==> src/rtl/dec_pkg.sv <==
// Shared decode constants and the decoded-control bundle for the instruction
// decode queue.
package dec_pkg;

    localparam logic [3:0] SRC_IMM    = 4'd8;
    localparam logic [3:0] SRC_IPIN   = 4'd9;
    localparam logic [3:0] SRC_NONE   = 4'd10;
    localparam int         ALU_EN_IDX = 8;

    // Opcode prefixes, matched against the top bits of the issue register
    localparam logic       OPC_LOAD = 1'b0;
    localparam logic [1:0] OPC_MOV  = 2'b10;
    localparam logic [2:0] OPC_ALU  = 3'b110;
    localparam logic [3:0] OPC_JMP  = 4'b1110;
    localparam logic [3:0] OPC_JNZ  = 4'b1111;

    localparam logic [2:0] I_DST = 3'd6;

    typedef struct packed {
        logic [8:0] reg_en;
        logic [3:0] source_sel;
        logic       i_sel;
        logic       x_sel;
        logic       y_sel;
        logic       jmp;
        logic       jmp_nz;
    } dec_ctrl_t;

endpackage

==> src/rtl/instr_fifo.sv <==
// DEPTH-entry synchronous FIFO with synchronous clear; clear also serves as
// the reset of the pointers and occupancy count.
module instr_fifo #(
    parameter int DEPTH = 4
) (
    input  logic                       clk,
    input  logic                       clear,
    input  logic                       push,
    input  logic [7:0]                 push_data,
    input  logic                       pop,
    output logic [7:0]                 head,
    output logic [$clog2(DEPTH):0]     count
);

    localparam int PTR_W = $clog2(DEPTH);
    localparam int CNT_W = PTR_W + 1;

    logic [7:0]       mem_q [DEPTH];
    logic [PTR_W-1:0] wr_ptr_q, wr_ptr_d;
    logic [PTR_W-1:0] rd_ptr_q, rd_ptr_d;
    logic [CNT_W-1:0] count_q, count_d;

    // Pointers are exactly log2(DEPTH) wide, so they wrap for free
    always_comb begin
        wr_ptr_d = wr_ptr_q + PTR_W'(push);
        rd_ptr_d = rd_ptr_q + PTR_W'(pop);
        count_d  = count_q + CNT_W'(push) - CNT_W'(pop);
        if (clear) begin
            wr_ptr_d = '0;
            rd_ptr_d = '0;
            count_d  = '0;
        end
    end

    always_ff @(posedge clk) begin
        wr_ptr_q <= wr_ptr_d;
        rd_ptr_q <= rd_ptr_d;
        count_q  <= count_d;
        if (push && !clear) begin
            mem_q[wr_ptr_q] <= push_data;
        end
    end

    assign head  = mem_q[rd_ptr_q];
    assign count = count_q;

endmodule

==> src/rtl/instr_decode_queue.sv <==
// Queued instruction issue and decode stage between fetch and the datapath.
// Optional statistics counters are built only when DEC_STATS_EN is defined.
module instr_decode_queue
    import dec_pkg::*;
#(
    parameter int DEPTH = 4
`ifdef DEC_STATS_EN
    , parameter int CNT_W = 16
`endif
) (
    input  logic                     clk,
    input  logic                     sync_reset,
    input  logic                     in_valid,
    input  logic [7:0]               in_instr,
    output logic                     in_ready,
    input  logic                     out_ready,
    input  logic                     flush,
    output logic                     out_valid,
    output logic [7:0]               ir,
    output logic [$clog2(DEPTH):0]   level,
    output logic [8:0]               reg_en,
    output logic [3:0]               source_sel,
    output logic [3:0]               imm,
    output logic                     i_sel,
    output logic                     x_sel,
    output logic                     y_sel,
    output logic [2:0]               alu_op,
    output logic                     jmp,
    output logic                     jmp_nz
`ifdef DEC_STATS_EN
    , output logic [CNT_W-1:0]       issued_cnt,
    output logic [CNT_W-1:0]         stall_cnt
`endif
);

    localparam int LVL_W = $clog2(DEPTH) + 1;

    logic             out_valid_q, out_valid_d;
    logic [7:0]       ir_q, ir_d;
    logic             fifo_push, fifo_pop, fifo_clear;
    logic [7:0]       fifo_head;
    logic [LVL_W-1:0] fifo_count;
    logic             accept, slot_free, auto_flush;
    dec_ctrl_t        ctrl;

    instr_fifo #(.DEPTH(DEPTH)) u_fifo (
        .clk       (clk),
        .clear     (fifo_clear),
        .push      (fifo_push),
        .push_data (in_instr),
        .pop       (fifo_pop),
        .head      (fifo_head),
        .count     (fifo_count)
    );

    assign in_ready   = !sync_reset && !flush && (fifo_count < LVL_W'(DEPTH));
    assign accept     = in_valid && in_ready;
    assign slot_free  = !out_valid_q || out_ready;
    assign auto_flush = out_valid_q && out_ready && ctrl.jmp;

    always_comb begin
        out_valid_d = out_valid_q;
        ir_d        = ir_q;
        fifo_push   = 1'b0;
        fifo_pop    = 1'b0;
        fifo_clear  = 1'b0;
        if (sync_reset || flush || auto_flush) begin
            fifo_clear  = 1'b1;
            out_valid_d = 1'b0;
        end else if (slot_free) begin
            if (fifo_count != '0) begin
                ir_d        = fifo_head;
                out_valid_d = 1'b1;
                fifo_pop    = 1'b1;
                fifo_push   = accept;
            end else if (accept) begin
                // Empty queue: bypass straight into the issue register
                ir_d        = in_instr;
                out_valid_d = 1'b1;
            end else begin
                out_valid_d = 1'b0;
            end
        end else begin
            fifo_push = accept;
        end
    end

    always_ff @(posedge clk) begin
        if (sync_reset) begin
            out_valid_q <= 1'b0;
            ir_q        <= '0;
        end else begin
            out_valid_q <= out_valid_d;
            ir_q        <= ir_d;
        end
    end

    always_comb begin
        ctrl            = '0;
        ctrl.source_sel = SRC_NONE;
        ctrl.i_sel      = 1'b1;
        if (out_valid_q) begin
            if (ir_q[7] == OPC_LOAD) begin
                ctrl.reg_en[ir_q[6:4]] = 1'b1;
                ctrl.source_sel        = SRC_IMM;
                ctrl.i_sel             = (ir_q[6:4] != I_DST);
            end else if (ir_q[7:6] == OPC_MOV) begin
                ctrl.reg_en[ir_q[5:3]] = 1'b1;
                // Self-move selects the input pin instead of the register
                ctrl.source_sel = (ir_q[5:3] == ir_q[2:0]) ? SRC_IPIN : {1'b0, ir_q[2:0]};
                ctrl.i_sel      = (ir_q[5:3] != I_DST);
            end else if (ir_q[7:5] == OPC_ALU) begin
                ctrl.reg_en[ALU_EN_IDX] = 1'b1;
                ctrl.x_sel              = ir_q[4];
                ctrl.y_sel              = ir_q[3];
            end else if (ir_q[7:4] == OPC_JMP) begin
                ctrl.jmp = 1'b1;
            end else if (ir_q[7:4] == OPC_JNZ) begin
                ctrl.jmp_nz = 1'b1;
            end
        end
    end

    assign out_valid  = out_valid_q;
    assign ir         = ir_q;
    assign level      = fifo_count;
    assign reg_en     = ctrl.reg_en;
    assign source_sel = ctrl.source_sel;
    assign imm        = ir_q[3:0];
    assign i_sel      = ctrl.i_sel;
    assign x_sel      = ctrl.x_sel;
    assign y_sel      = ctrl.y_sel;
    assign alu_op     = ir_q[2:0];
    assign jmp        = ctrl.jmp;
    assign jmp_nz     = ctrl.jmp_nz;

`ifdef DEC_STATS_EN
    logic [CNT_W-1:0] issued_cnt_q, issued_cnt_d;
    logic [CNT_W-1:0] stall_cnt_q, stall_cnt_d;

    always_comb begin
        issued_cnt_d = issued_cnt_q;
        stall_cnt_d  = stall_cnt_q;
        if (out_valid_q && out_ready && (issued_cnt_q != '1)) begin
            issued_cnt_d = issued_cnt_q + 1'b1;
        end
        if (out_valid_q && !out_ready && (stall_cnt_q != '1)) begin
            stall_cnt_d = stall_cnt_q + 1'b1;
        end
    end

    always_ff @(posedge clk) begin
        if (sync_reset) begin
            issued_cnt_q <= '0;
            stall_cnt_q  <= '0;
        end else begin
            issued_cnt_q <= issued_cnt_d;
            stall_cnt_q  <= stall_cnt_d;
        end
    end

    assign issued_cnt = issued_cnt_q;
    assign stall_cnt  = stall_cnt_q;
`endif

endmodule

==> config.mk <==
export PLATFORM = sky130hd
export DESIGN_NAME = instr_decode_queue
export DESIGN_NICKNAME = d
export VERILOG_FILES = /design/src/rtl/dec_pkg.sv /design/src/rtl/instr_fifo.sv /design/src/rtl/instr_decode_queue.sv
export SDC_FILE = /design/constraint.sdc
export NUM_CORES = 1
export LEC_CHECK = 0
export BUFFER_PORTS_ARGS = -buffer_cell sky130_fd_sc_hd__clkbuf_2
export CAP_MARGIN = 40
export CORE_MARGIN = 1.5
export CORE_UTILIZATION = 50
export DETAILED_ROUTE_END_ITERATION = 10
export PLACE_DENSITY = 0.79
export SLEW_MARGIN = 0
export SYNTH_ARGS = -nofsm -noshare
export SYNTH_HDL_FRONTEND = slang
export SYNTH_SLANG_ARGS = --single-unit
export TNS_END_PERCENT = 10
==> constraint.sdc <==
create_clock -name clk -period 4.6 [get_ports clk]
set_input_delay 0.23 -clock clk [delete_from_list [all_inputs] [get_ports clk]]
set_output_delay 0.23 -clock clk [all_outputs]
set_load 0.005 [all_outputs]
==> results.yml <==
worst_setup_path:
  crit_end: "u_fifo.count[2]$_SDFF_PP0_"
  arrival_ns: 3.03
  r2r_setup_slack_ns: 1.76
  cp_data_required_time_ns: 4.79
  critPathMaxStageDelay_ns: 0.59
  reg2reg_to: "u_fifo.count[2]$_SDFF_PP0_"
  slowest_stage: "dfxtp_1"
  cp-startpoint: "ir[4]$_SDFFE_PP0P_"
  worst-setup-path-type: "flip-flop to flip-flop"
  crit_cells: 10
  reg2reg_from: "ir[4]$_SDFFE_PP0P_"
  crit_buf_inv: 1
  cp_top_family: "simple AND/OR/NAND/NOR gates"
  crit_fanout: 15
  end_kind: "flip-flop"
  ff2ff_path_depth: 10
  critPathLaunchType: "flip-flop"
  crit_chain: "and3b_1 -> a211o_1 -> nor3_1 -> nand2b_1 -> ha_1 -> inv_1 -> fa_1 -> xor2_1 -> xnor2_1 -> nor2_1"
global_route:
  grt_use_total_pct: 17.9
  grt_first_pass_wirelength_um: 6870
  antenna_found_initial: 0
  first_global_vias: 1428
  grt-ovfl-total: 0
  grt_max_degree: 16
synthesis:
  synth_cell_types: 37
  syn_avg_cell_area_um2: 11.8
  ys_async_sr_fraction_pct: 0
  synth_seq_cells: 48
  dominantRegCellSynth: "edfxtp_1"
  synth_edf_count: 32
  postSynthCellCount: 194
  yosys_warnings: 0
  yosysSeqAreaShare_pct: 55.8
  netlist_area_mm2: 0.00230
  syn-num-nets: 210
floorplanning:
  fp.coreArea_mm2: 0.00438
  row_count: 24
  start_util_pct: 52.4
  die_y_um: 70.8
  ioPinCount: 51
  dieArea_mm2: 0.00501
  die_w_um: 70.8
place:
  gp_congestion: 0.853
  io_buffers: 50
  place_hpwl_um: 3070
power:
  p_sw_uw: 168
  power_density_mw_per_mm2: 295
  swShare_pct: 21.7
  comb_power_share_pct: 6.6
  intPower_uw: 608
  ir_drop_uv: 223
  finalPower_uw: 776
  p_leak_nw: 0.989
  power_frac_clock_pct: 32.5
  seqPwrFrac_pct: 61.0
routing:
  wl_met1_um: 2000
  vias_per_cell: 5.43
  dr_wl_met2_um: 1890
  drt_iter0_drc: 79
  drc: 0
  routed.top_layer: "met4"
  met3WireLength_um: 232
  vias: 1580
  first_pass_iters: 4
  wl_per_cell_um: 14.4
  drt_wl_total_um: 4190
  ant_nets: 0
sta:
  fin_tns_setup_ns: 0
  tightest_slew_ns: 0.738
  hold_violations: 0
  max-slew-margin-rel_pct: 50.6
  drv_slew: 0
  rsz0062_at_grt: "no"
  fmaxAchievable_mhz: 352
  setup_violations: 0
  min_period_ns: 2.84
  post-route-period-util_pct: 61.8
  fin_skew_ns: 0.00839
hold_path:
  hold_path.class: "input port to flip-flop"
layout:
  final_nets: 254
  synthToLayoutAreaGrowth_pct: 14.5
  n_antenna_cell: 0
  drive_above_1_share_pct: 30.1
  fillCellCount: 364
  regArea_mm2: 0.00128
  multi_input_area_um2: 893
clock_network:
  root_buffer: "clkbuf_8"
  cts.sinks: 48
  post_cts_buffers: 0
  htree_num_levels: 2
  clock_latency_ns: 0.30
  cts_buffers: 5
  cts_hold_buf: 0
  clock_path_buffers: 2
  cts.reportedPaths.clkPinSlew_ns: 0.08
  cts_tree: "built"
  cts_resized: 0
run_status:
  status: "completed"
run:
  drv_cap: 0
flip-flops by register name, summed over array words and instances, names as in the netlist:
name and cells:
ir 8, u_fifo.rd_ptr_q 2, u_fifo.count 3, u_fifo.mem_q 32
u_fifo.wr_ptr_q 2, out_valid 1
power groups by stage:
stage / Combinational, mW / Clock [mW] / Sequential, mW
after floorplan: 0.0370 / 0 / 0.479
after global placement: 0.0509 / 0 / 0.483
after detailed placement: 0.0513 / 0 / 0.484
after CTS: 0.0514 / 0.258 / 0.474
after global routing: 0.0568 / 0.278 / 0.475
final: 0.0509 / 0.252 / 0.474
cells by family (layout without fill, tap and decap cells):
kind of cell,count (synthesis),count (layout),share of synthesized area [%]
fa+ha+maj,3,3,1.96
simple gates,72,72,16.1
mux,10,10,8.83
buf+inv,23,68,5.29
xor+xnor,8,8,3.05
compound gates,30,30,8.94
flops,48,48,55.8
cells in the mapped netlist, types with 2 or more instances:
| library cell | count | share of area, % |
|---|---|---|
| xnor2_1 | 5 | 1.9 |
| a21oi_1 | 13 | 2.8 |
| nand3_1 | 6 | 1.3 |
| a31oi_1 | 2 | 0.54 |
| inv_1 | 7 | 1.1 |
| o21ai_0 | 3 | 0.65 |
| nand2_1 | 23 | 3.8 |
| nor2b_1 | 3 | 0.82 |
| nor3b_1 | 4 | 1.3 |
| edfxtp_1 | 32 | 42 |
| nor2_1 | 14 | 2.3 |
| buf_4 | 7 | 2.3 |
| xor2_1 | 3 | 1.1 |
| and3_1 | 4 | 1.1 |
| dfxtp_1 | 16 | 14 |
| nand2b_1 | 4 | 1.1 |
| ha_1 | 2 | 1.1 |
| clkbuf_1 | 7 | 1.1 |
| mux2_2 | 2 | 0.98 |
| a311oi_1 | 8 | 3.1 |
| nor3_1 | 4 | 0.87 |
| mux4_2 | 8 | 7.8 |
| and2_1 | 3 | 0.82 |
stage by stage:
stage / instance area, um2 / utilization [%] / hold WS (ns) / std cells / setup WS, ns
after floorplan: 2300 / - / 0.329 / 194 / 2.15
final: 2630 / 60.0 / 0.176 / 291 / 1.76
after global placement: 2540 / 57.9 / 0.482 / 283 / 1.87
after global routing: 2630 / 60.0 / 0.183 / 291 / 1.48
after detailed placement: 2540 / 57.9 / 0.485 / 283 / 1.77
after CTS: 2630 / 60.0 / 0.172 / 291 / 1.74
final cells by class:
type | count | area share, %
flip-flops and latches | 48 | 48.7
clock buffers | 8 | 3.43
multi-input cells | 123 | 34.0
well taps | 52 | 2.48
repair buffers | 53 | 10.4
inverters | 7 | 1.00
worst register-to-register path: stages (launching register included):
cell	delay, ns
dfxtp_1	0.59
and3b_1	0.29
a211o_1	0.44
nor3_1	0.34
nand2b_1	0.16
ha_1	0.14
inv_1	0.05
fa_1	0.37
xor2_1	0.18
xnor2_1	0.14
nor2_1	0.05
layer usage:
layer,vias up,GRT usage (%)
met2,61,27.8
met1,724,24.8
li1,788,-
met5,-,0
met4,0,8.18
met3,7,3.13
cells in the final DEF (no fill, tap or decap), types with 2 or more instances in the layout:
cell / count
clkbuf_2: 50
and2_1: 3
nand2b_1: 4
a311oi_1: 8
xnor2_1: 5
clkbuf_8: 6
nor2b_1: 3
and3_1: 4
nor2_1: 14
xor2_1: 3
nor3_1: 4
a21oi_1: 13
mux2_2: 2
buf_4: 3
nand2_1: 23
dfxtp_1: 16
edfxtp_1: 32
nor3b_1: 4
inv_1: 7
clkbuf_1: 2
o21ai_0: 3
ha_1: 2
a31oi_1: 2
nand3_1: 6
mux4_2: 8
worst min path at each step:
stage                           start                           end  cells past startpoint
final                     in_instr[4]  u_fifo.mem_q[0][4]$_DFFE_PP_                      1
after global routing      in_instr[0]  u_fifo.mem_q[2][0]$_DFFE_PP_                      1
after CTS                 in_instr[0]  u_fifo.mem_q[0][0]$_DFFE_PP_                      1
after detailed placement  in_instr[0]  u_fifo.mem_q[0][0]$_DFFE_PP_                      1
after global placement    in_instr[0]  u_fifo.mem_q[3][0]$_DFFE_PP_                      1
after floorplan           in_instr[0]  u_fifo.mem_q[0][0]$_DFFE_PP_                      0
Note: power is estimated with default switching activity, not from simulation.
